[config.mk]
export PLATFORM = sky130hd
export DESIGN_NAME = icache_line_fill
export DESIGN_NICKNAME = d
export VERILOG_FILES = /design/src/rtl/icache_line_fill.sv
export SDC_FILE = /design/constraint.sdc
export NUM_CORES = 1
export LEC_CHECK = 0
export BUFFER_PORTS_ARGS = -buffer_cell sky130_fd_sc_hd__clkbuf_2
export CORE_ASPECT_RATIO = 1.1
export CORE_UTILIZATION = 50
export DETAILED_ROUTE_END_ITERATION = 8
export GPL_TIMING_DRIVEN = 1
export HOLD_SLACK_MARGIN = 0.05
export PLACE_DENSITY = 0.72
export RECOVER_POWER = 25
export SLEW_MARGIN = 20
export SYNTH_ARGS = -nofsm -noshare
export SYNTH_HDL_FRONTEND = slang
export SYNTH_SLANG_ARGS = --single-unit
[constraint.sdc]
create_clock -name clk -period 6.85 [get_ports clk]
set_input_delay 1.37 -clock clk [delete_from_list [all_inputs] [get_ports clk]]
set_output_delay 1.37 -clock clk [all_outputs]
set_load 0.01 [all_outputs]
[src/rtl/icache_line_fill.sv]
// Direct-mapped instruction cache with 4-word lines, serving 16-bit words to the fetch stage.
// Misses fetch a whole aligned line, data-port writes invalidate matching lines, and hits and misses are counted.
module icache_line_fill #(
  parameter int WORD_SIZE   = 16,
  parameter int NUM_LINES   = 4,
  parameter int MEM_LATENCY = 4
) (
  input  logic                 clk,
  input  logic                 reset_n,
  input  logic                 i_req,
  input  logic [WORD_SIZE-1:0] i_addr,
  output logic [WORD_SIZE-1:0] o_data,
  output logic                 o_stall,
  input  logic                 flush,
  input  logic                 snoop_we,
  input  logic [WORD_SIZE-1:0] snoop_addr,
  output logic                 readM1,
  output logic [WORD_SIZE-1:0] address1,
  input  logic [WORD_SIZE-1:0] data1_1,
  input  logic [WORD_SIZE-1:0] data1_2,
  input  logic [WORD_SIZE-1:0] data1_3,
  input  logic [WORD_SIZE-1:0] data1_4,
  output logic [15:0]          hit_count,
  output logic [15:0]          miss_count
);

  localparam int IW = $clog2(NUM_LINES);
  localparam int TW = WORD_SIZE - 2 - IW;
  localparam int CW = $clog2(MEM_LATENCY);
  localparam logic [CW-1:0] LAT_RELOAD = CW'(MEM_LATENCY - 1);

  typedef enum logic [1:0] {IDLE, FETCH, FILL} state_t;

  state_t               r_state;
  state_t               w_nextState;
  logic [NUM_LINES-1:0] r_valid;
  logic [TW-1:0]        r_tag   [NUM_LINES];
  logic [WORD_SIZE-1:0] r_words [NUM_LINES][4];
  logic [WORD_SIZE-1:0] r_lineBuf [4];
  logic                 r_readM1;
  logic [WORD_SIZE-1:0] r_address1;
  logic [CW-1:0]        r_count;
  logic                 r_fillKill;
  logic                 r_skipHit;
  logic [15:0]          r_hitCount;
  logic [15:0]          r_missCount;

  logic                 w_nextReadM1;
  logic [WORD_SIZE-1:0] w_nextAddress1;
  logic [CW-1:0]        w_nextCount;
  logic                 w_nextFillKill;
  logic                 w_capture;
  logic                 w_fillWrite;
  logic                 w_missEvent;
  logic                 w_hit;
  logic                 w_snoopLineMatch;
  logic                 w_fillValid;
  logic [1:0]           w_off;
  logic [IW-1:0]        w_idx;
  logic [TW-1:0]        w_tag;
  logic [IW-1:0]        w_snoopIdx;
  logic [TW-1:0]        w_snoopTag;
  logic [IW-1:0]        w_fillIdx;
  logic [TW-1:0]        w_fillTag;
  logic                 w_unusedBits;

  assign w_off        = i_addr[1:0];
  assign w_idx        = i_addr[IW+1:2];
  assign w_tag        = i_addr[WORD_SIZE-1:IW+2];
  assign w_snoopIdx   = snoop_addr[IW+1:2];
  assign w_snoopTag   = snoop_addr[WORD_SIZE-1:IW+2];
  assign w_fillIdx    = r_address1[IW+1:2];
  assign w_fillTag    = r_address1[WORD_SIZE-1:IW+2];
  assign w_unusedBits = ^snoop_addr[1:0];

  assign w_hit = (r_state == IDLE) && i_req && r_valid[w_idx] && (r_tag[w_idx] == w_tag);
  // A data-port write into the line being fetched makes the in-flight data stale.
  assign w_snoopLineMatch = snoop_we && (snoop_addr[WORD_SIZE-1:2] == r_address1[WORD_SIZE-1:2]);
  assign w_fillValid = !flush && !r_fillKill && !w_snoopLineMatch;

  always_comb begin
    o_stall = i_req && !w_hit;
    o_data  = '0;
    if (w_hit) o_data = r_words[w_idx][w_off];
  end

  always_comb begin
    w_nextState    = r_state;
    w_nextReadM1   = r_readM1;
    w_nextAddress1 = r_address1;
    w_nextCount    = r_count;
    w_nextFillKill = r_fillKill;
    w_capture      = 1'b0;
    w_fillWrite    = 1'b0;
    w_missEvent    = 1'b0;
    case (r_state)
      IDLE: begin
        if (i_req && !w_hit) begin
          w_nextState    = FETCH;
          w_nextReadM1   = 1'b1;
          w_nextAddress1 = {i_addr[WORD_SIZE-1:2], 2'b00};
          w_nextCount    = LAT_RELOAD;
          w_nextFillKill = 1'b0;
          w_missEvent    = 1'b1;
        end
      end
      FETCH: begin
        w_nextFillKill = r_fillKill || flush;
        if (w_snoopLineMatch) begin
          w_nextCount = LAT_RELOAD;
        end else if (r_count == '0) begin
          w_capture    = 1'b1;
          w_nextState  = FILL;
          w_nextReadM1 = 1'b0;
        end else begin
          w_nextCount = r_count - CW'(1);
        end
      end
      FILL: begin
        w_fillWrite = 1'b1;
        w_nextState = IDLE;
      end
      default: w_nextState = IDLE;
    endcase
  end

  always_ff @(posedge clk) begin
    if (!reset_n) begin
      r_state     <= IDLE;
      r_readM1    <= 1'b0;
      r_address1  <= '0;
      r_count     <= '0;
      r_fillKill  <= 1'b0;
      r_skipHit   <= 1'b0;
      r_hitCount  <= '0;
      r_missCount <= '0;
    end else begin
      r_state    <= w_nextState;
      r_readM1   <= w_nextReadM1;
      r_address1 <= w_nextAddress1;
      r_count    <= w_nextCount;
      r_fillKill <= w_nextFillKill;
      // The hit that returns a just-filled word belongs to the request already counted as a miss.
      r_skipHit  <= (r_state == FILL);
      if (w_hit && !r_skipHit) r_hitCount <= r_hitCount + 16'd1;
      if (w_missEvent) r_missCount <= r_missCount + 16'd1;
    end
  end

  always_ff @(posedge clk) begin
    if (w_capture) begin
      r_lineBuf[0] <= data1_1;
      r_lineBuf[1] <= data1_2;
      r_lineBuf[2] <= data1_3;
      r_lineBuf[3] <= data1_4;
    end
  end

  // The line being filled takes its validity from w_fillValid; other lines honour flush, then snoop.
  always_ff @(posedge clk) begin
    if (!reset_n) begin
      r_valid <= '0;
    end else begin
      for (int i = 0; i < NUM_LINES; i++) begin
        if (w_fillWrite && (w_fillIdx == IW'(i))) begin
          r_valid[i] <= w_fillValid;
          r_tag[i]   <= w_fillTag;
          r_words[i] <= r_lineBuf;
        end else if (flush) begin
          r_valid[i] <= 1'b0;
        end else if (snoop_we && (w_snoopIdx == IW'(i)) && (r_tag[i] == w_snoopTag)) begin
          r_valid[i] <= 1'b0;
        end
      end
    end
  end

  assign readM1     = r_readM1;
  assign address1   = r_address1;
  assign hit_count  = r_hitCount;
  assign miss_count = r_missCount;

endmodule

* After elaboration in Yosys (flattened, before gate mapping)
Memory sizes are Yosys's and may differ from the RTL's. Index checks and enable logic that the tools add are counted.
Storage, ports and cells: flip-flop bits (word level) 121, logic and storage cells 156, output and inout port bits 66, memories 2, memory bits (writable) 304, input bits 101
Cells by class: multiplexer cells 68, bitwise logic cells 1, $lt $le $gt $ge 2, reduce and logical (&&, ||, !) cells 46, add/subtract/negate cells 3, eq/ne operators 18
Memories:
- r_words | words 4, bits a word 64, read ports 1, clocked after Yosys merged registers in 0, write ports 1, line 38 | logic [WORD_SIZE-1:0] r_words [NUM_LINES][4];
- r_tag | words 4, bits a word 12, read ports 5, clocked after Yosys merged registers in 0, write ports 1, line 37 | logic [TW-1:0] r_tag [NUM_LINES];
Operator list (number):
- 2-to-1 mux 64 bit | 3
- OR reduction 64 bit | 3
- == test 12 bit | 5
- 2-to-1 mux 16 bit | 3
- 2-to-1 mux 1 bit | 41
- 2-to-1 mux 12 bit | 3
- OR reduction 12 bit | 3
- adder 16 x 1 -> 16 bit (second input constant) | 2
- binary-select mux 16 bit (select 2 bit) | 1
- 2-to-1 mux 2 bit | 12
- logical AND 1 bit | 20
- == test 14 bit | 1
- nonzero test 3 bit | 4
- == test 2 bit (second input constant) | 5
- logical NOT 2 bit | 4
- one-hot mux 2 bit (2 select lines) | 2
- == test 2 x 1 -> 1 bit (second input constant) | 3
- != test 2 bit (second input constant) | 3
- AND reduction 3 bit | 2
- logical NOT 1 bit | 5
- one-hot mux 1 bit (2 select lines) | 2
- AND reduction 2 bit | 2
- AND reduction 4 bit | 1
- >= comparator 3 bit (second input constant) | 1
- other kinds (7) | 7

* Longest topological paths before layout
Gate-level depths: netlist of the first run.
depth after elaboration 10, depth in mapped cells 11, mapped depth without buffers 7

* Worst setup path after synthesis of the first run
No wires, ideal clock.
path kind input port to flip-flop, start input reset_n, end memory r_tag[0][0] (netlist bit), enable pin, arrival time 6618 ps, setup slack -371 ps, required time 6247 ps, path buffers 0, stages 2, library setup time 603 ps, cells stage by stage nand2_1 -> nor3_1
Between the ends: longest elaborated chain between the ends 6, elaborated cells between the ends (all ways) 17, those cells by class mux (14); reduce/logical (3)
Ends and longest elaborated chain:
- start, declared | line 9 | input logic reset_n,
- 2-to-1 mux 1 bit | line 161 | if (!reset_n) begin
- 2-to-1 mux 1 bit (not written as such) | line 167 | r_tag[i] <= w_fillTag;
- OR reduction 12 bit (no line)
- 2-to-1 mux 2 bit (no line) / 2-to-1 mux 1 bit (equally long branches) (3 in a row)
- end, declared | line 37
Parallel ways exist; a longest one is shown, timed or not.

* Worst setup path after layout of the first run
start input i_addr[2], end output o_data[14]
Between the ends: longest elaborated chain between the ends 5, elaborated cells between the ends (all ways) 11, those cells by class eq/ne (1); mux (6); reduce/logical (2); memory (2)
Ends and longest elaborated chain:
- start, declared | line 11 | input logic [WORD_SIZE-1:0] i_addr,
- memory (4 x 64 bit) / binary-select mux 1 bit (select 2 bit) (equally long branches)
- binary-select mux 16 bit (select 2 bit) / 2-to-1 mux 1 bit (equally long branches) | line 84, 76
- 2-to-1 mux 16 bit (not written as such) / logical AND 1 bit (equally long branches) (2 in a row) | line 84, 76
- 2-to-1 mux 16 bit (*) | line 84 | if (w_hit) o_data = r_words[w_idx][w_off];
- end, declared | line 12 | output logic [WORD_SIZE-1:0] o_data,
Mark *: on every way between the ends. The rest lies on a longest branch, timed or not. The select of a mux whose other input is x is not followed.

==> summary.txt, run 1 <==
Drt
  • Vias: ~9,000
  • DRC Markers: 0
  • Starting DRT DRC Count: around 480
  • DR WL/cell: 21.1 microns
  • Final WL: approximately 33,000 microns
  • Via density: about 5.7
  • DR pass1 iterations: 5
  • DRT antenna net count: 0

Synthesis
  • Mapped Cells: 953
  • Syn avg cell area: 17.8 sq um
  • Synth unique cells: 54
  • Area share of the largest cell type after synthesis: 0.652
  • Ys async rst share: 0
  • Synth Register Bits: about 430
  • Share of the yosys chip area belonging to registers: 0.719
  • Top cell type by total area after synthesis: edfxtp_1
  • Number of synthesized flops with an enable pin: between 300 and 400
  • Top FF cell, synth: edfxtp_1
  • Ys Warns: 0
  • Area contributors post-synth: edfxtp_1 65%, mux4_2 12%, dfxtp_1 6.7%
  • Mapped Area: 17,000 sq um

Clocking
  • Clock Path Buffers: 3
  • CTS buffer count: 42
  • Sink Count: about 430
  • CTS tree: yes
  • Post-cts resize count: 0
  • Clock-pin slew on the worst setup and hold paths: ~0.06 ns
  • Htree depth: 2
  • Hold Buf Count CTS: 0
  • Clk root buf: clkbuf_16
  • Clk Latency, worst-skew pair: 0.55 ns
  • Postcts setup bufs: 0

Power and ir drop
  • Leak: 6.65 nW
  • Peak supply drop: 0.188 mV
  • Pwr Total: about 5.6 mW
  • Power Dens Cells: 286 nW/um^2

Placed design
  • Post-Place Worst Slack: ~1.3 ns
  • Placed insts: roughly 1,500
  • Detailed Place HPWL: slightly above 20,000 microns
  • Port Buf Inserts: ~160
  • Final GP Congestion: approximately 0.85

Timing
  • Final setup skew: 0.0247 ns
  • Setup violations, final: 0
  • Maximum operating frequency: 183 MHz
  • Hold_ws: around 0.48 ns
  • Max-slew violation count: 0
  • Fin crit period: 5.46 ns
  • Worst-margin pin slew: 0.930 ns
  • Slew headroom: 0.380
  • Final clock period utilization by the worst path: 0.797
  • RSZ-0062 raised after global routing: no
  • Final hold violation count: 0
  • Final worst slack: around 1.4 ns

GRT
  • Vias in the first global route: approximately 9,000
  • Initial antenna violation count: 0
  • Met2 GRT Util: 0.324
  • GR Util met3: 0.0333
  • GR Util All Layers: 0.196
  • Largest net degree at the start of global routing: 77
  • Busiest grt layer: met2
  • Gr ovfl total: 0
  • First-pass GRT wire length: around 51,000 microns
  • Grt met1 use: 0.269

Final layout
  • Antenna cells: 0
  • Fin nets: approximately 1,200
  • Final non-filler cell total: roughly 1,600
  • Ratio of cells with drive above 1 in the final layout: 0.303
  • P&R area growth vs syn: 16.1%

Floorplan
  • Die ar.: between 30,000 and 40,000 sq um
  • Die Y: roughly 200 microns
  • Row count: 70
  • Starting Density: 0.509
  • Chip width: between 150 and 200 microns
  • Core area: 33,300 sq um
  • # IOs: roughly 170

Status
  • Run status: completed

Worst setup path
  • WP data required: around 5.5 ns
  • Critical Path Source Type: input pin
  • CP Class: in2out
  • Crit end category: primary output
  • Maximum fanout along the worst path: 42
  • Data arrival, critical path: roughly 4 ns

Worst hold path
  • Class of the worst hold path: reg2reg

Flow run
  • Max Cap Viol: 0
## kinds of logic after synthesis
| group | synth area share |
|---|---|
| compound gates | 0.0283 |
| flops | 0.719 |
| simple gates | 0.0615 |
| buf+inv | 0.0183 |
| xor+xnor | 0.0413 |
| mux | 0.129 |
| other cells | 0.000221 |
| fa+ha+maj | 0.00221 |
## layer usage
| metal | vias to the layer above | share of wire |
|---|---|---|
| li1 | 4111 | - |
| met1 | 4540 | 0.44 |
| met2 | 271 | 0.49 |
| met3 | 56 | 0.051 |
| met4 | 0 | 0.021 |
| met5 | - | 0 |
## worst max-delay path: stages
cell and delay (ns):
buf_4 0.59, mux4_2 0.62, xnor2_1 0.42, nand2b_4 0.12
nor4_2 0.26, buf_4 0.29, and3_1 0.24, clkbuf_2 0.15
## area by class of cell
cell class | count | area [sq um]
repair buffers | 179 | 957
clock inverters | 21 | 277
clock buffers | 56 | 1170
multi-input cells | 459 | 4500
flip-flops and latches | 425 | 12200
inverters | 15 | 56.3
well taps | 432 | 541
fillers | 2483 | 13600
## worst paths after layout
kind                                startpoint        endpoint  slack, ns  cells after the start
worst max-delay path                 i_addr[2]      o_data[14]       1.39                      8
worst min-delay path            miss_count[15]  miss_count[15]       0.48                      2
worst max register to register     r_tag[3][8]   hit_count[12]       3.86                      8
worst min register to register  miss_count[15]  miss_count[15]       0.48                      2
## registers in the layout, summed over array words and instances (netlist names)
register    count
r_fillKill      1
r_valid         4
r_tag          48
r_words       256
r_count         2
miss_count     16
r_lineBuf      64
r_state         2
hit_count      16
r_skipHit       1
address1       14
readM1          1
## Yosys cell counts (all sizes together) (4+ instances only)
cell type  count
nand3         32
mux4          89
nor4          13
o21a           4
o211ai         8
inv           15
o21ai         20
or4            4
or3            6
a21oi         15
xnor2         62
nand2         49
dfxtp         57
clkbuf        34
edfxtp       368
a21o           4
xor2          18
nor3           7
nor2          22
and3          20
nand2b        10
buf           21
mux2i         15
o31ai          6
nand4         18
a211oi         4
## placed cells by master (no fill, tap or decap), types with 16 or more instances in the layout
cell type    n
dfxtp_1     57
xor2_1      18
clkbuf_2   161
edfxtp_1   368
and3_1      20
xnor2_1     62
buf_4       16
o21ai_0     20
mux4_2      89
nand4_1     18
nand2_1     49
nor2_1      20
nand3_1     31
clkbuf_16   44
## stage by stage
step | area [sq um] | TNS, ns | utilization
after floorplan | 17000 | -56.43 | -
after global placement | 18200 | 0 | 0.548
after detailed placement | 18200 | 0 | 0.548
after CTS | 19700 | 0 | 0.591
after global routing | 19700 | 0 | 0.591
final | 19700 | 0 | 0.591
## where the power goes
| part | switching, mW | internal (mW) | total (mW) |
|---|---|---|---|
| clock | 0.944 | 1.43 | 2.37 |
| sequential | 0.0596 | 2.90 | 2.96 |
| combinational | 0.167 | 0.128 | 0.294 |
No activity file was read; power rests on OpenSTA's default activity.
==> run 2: changes to the inputs <==
- clock period: 6.85 -> 4.7 ns (I/O delays scaled with it)
==> summary.txt, run 2 (synthesis gave the netlist of run 1 again) <==
Status
  • Run status: completed (unchanged)

Power and ir drop
  • Power Dens Cells: 401 nW/um^2 (was 286 nW/um^2)
  • Peak supply drop: 0.336 mV (was 0.188 mV)
  • Leak: 6.62 nW (was 6.65 nW)
  • Pwr Total: 7.89 mW (was 5.63 mW)

Final layout
  • P&R area growth vs syn: 16.0% (was 16.1%)
  • Design Area, Final: 19,700 sq um (about the same)
  • Commonest non-fill, non-tap cells in the layout: 368 x edfxtp_1, 153 x clkbuf_2, 89 x mux4_2, 62 x xnor2_1, 57 x dfxtp_1 (was 368 x edfxtp_1, 161 x clkbuf_2, 89 x mux4_2, 62 x xnor2_1, 57 x dfxtp_1)
  • Ratio of cells with drive above 1 in the final layout: 0.295 (was 0.303)
  • Most common cell after layout, fill and taps aside: edfxtp_1 (unchanged)
  • Antenna cells: 0 (unchanged)
  • Largest regs: r_words: 256 flops, r_lineBuf: 64 flops, r_tag: 48 flops (unchanged)
  • Final core utilization: 0.591 (about the same)
  • Fin nets: 1,233 (was 1,226)
  • Biggest register: r_words (unchanged)
  • Max reg flops: 256 (unchanged)

Floorplan
  • # IOs: 167 (unchanged)
  • Row count: 70 (unchanged)
  • Starting Density: 0.509 (unchanged)
  • Die ar.: 34,700 sq um (unchanged)
  • Core area: 33,300 sq um (unchanged)
  • Die Y: 195 microns (unchanged)
  • Chip width: 178 microns (unchanged)

Placed design
  • Final GP Congestion: 0.853 (was 0.848)
  • Detailed Place HPWL: 20,600 microns (about the same)
  • Dpl cell area: 18,400 sq um (was 18,200 sq um)
  • Port Buf Inserts: 162 (unchanged)
  • Post-Place Worst Slack: 0.467 ns (was 1.34 ns)

Drt
  • Final WL: 33,400 microns (about the same)
  • Starting DRT DRC Count: 722 (was 475)
  • Via density: 5.66 (about the same)
  • DR pass1 iterations: 5 (unchanged)
  • Vias: 9,019 (was 8,978)
  • DRT antenna net count: 0 (unchanged)
  • DRC Markers: 0 (unchanged)
  • DR WL/cell: 20.9 microns (was 21.1 microns)

Worst setup path
  • Reg2reg path depth: 8 (unchanged)
  • Crit end category: primary output (unchanged)
  • WP data required: 3.76 ns (was 5.48 ns)
  • Critical Path Source Type: input pin (unchanged)
  • Data arrival, critical path: 3.26 ns (was 4.09 ns)
  • Maximum fanout along the worst path: 36 (was 42)
  • CP Class: in2out (unchanged)

Clocking
  • Clock-pin slew on the worst setup and hold paths: 0.06 ns (about the same)
  • Htree depth: 2 (unchanged)
  • Clk root buf: clkbuf_16 (unchanged)
  • Clk Latency, worst-skew pair: 0.54 ns (was 0.55 ns)
  • Sink Count: 425 (unchanged)
  • Post-cts resize count: 0 (unchanged)
  • Postcts setup bufs: 0 (unchanged)
  • Clock Path Buffers: 3 (unchanged)
  • CTS buffer count: 43 (was 42)
  • Hold Buf Count CTS: 0 (unchanged)
  • CTS tree: yes (unchanged)

Timing
  • Final worst slack: 0.503 ns (was 1.39 ns)
  • Final clock period utilization by the worst path: 0.893
  • Slew headroom: 0.376 (was 0.380)
  • Setup violations, final: 0 (unchanged)
  • Worst-margin pin slew: 0.936 ns (was 0.930 ns)
  • Max-slew violation count: 0 (unchanged)
  • Final hold violation count: 0 (unchanged)
  • Final setup skew: 0.0159 ns (was 0.0247 ns)
  • Fin crit period: ~4.2 ns
  • Maximum operating frequency: around 240 MHz
  • RSZ-0062 raised after global routing: no (unchanged)

GRT
  • GR Util All Layers: 0.198 (was 0.196)
  • Initial antenna violation count: 0 (unchanged)
  • Gr ovfl total: 0 (unchanged)
  • First-pass GRT wire length: 51,400 microns (was 51,000 microns)
  • Vias in the first global route: 9,137 (was 9,022)
  • Largest net degree at the start of global routing: 77 (unchanged)

Worst hold path
  • Class of the worst hold path: reg2reg (unchanged)
  • Worst hold path stage count: 2 (unchanged)

Flow run
  • Max Cap Viol: 0 (unchanged)
[run 2: cell types whose count changed in the layout (fill, tap and decap cells not counted), sizes merged]
cell	before	now
buf	18	25
bufinv	6	1
clkinv	14	17
clkbuf	217	218
inv	15	16
[run 2: routing by layer]
metal  part of all wire  track usage  up-vias
met3              0.053       0.0343       55
met2               0.50        0.330      274
li1                   -            -     4121
met5                  0            0        -
met1               0.43        0.265     4569
met4              0.023       0.0639        0
[run 2: path summary, 6_finish.rpt]
path,slack [ns],start,endpoint
worst max-delay path,0.50,i_addr[2],o_data[12]
worst min-delay path,0.47,r_fillKill,r_fillKill
worst max register to register,1.76,r_tag[2][8],hit_count[12]
worst min register to register,0.47,r_fillKill,r_fillKill
[run 2: area by class of cell]
cell class	count	area (sq um)
clock buffer	58	1160
fill	2487	13600
clock inverter	20	134
inverter	15	56.3
multi-input combinational	459	4500
timing repair buffer	185	1080
sequential	425	12200
tap	432	541
[run 2: critical path, stage by stage]
cell and delay [ns]:
buf_4 0.21, buf_4 0.62, mux4_2 0.60, mux4_2 0.48, and3_1 0.23, clkbuf_2 0.14
[run 2: through the flow]
stage | cells | hold slack [ns] | TNS [ns]
after detailed placement | 1516 | 0.459 | 0
after global placement | 1516 | 0.453 | 0
final | 1594 | 0.467 | 0
after floorplan | 954 | 0.442 | -317.87
after global routing | 1594 | 0.479 | 0
after CTS | 1594 | 0.468 | 0
[run 2: power by group]
group,total (mW),internal [mW],leakage (nW),switching (mW)
clock,3.14,1.79,0.637,1.35
combinational,0.432,0.191,2.19,0.241
sequential,4.32,4.23,3.79,0.0844
total,7.89,6.22,6.62,1.67
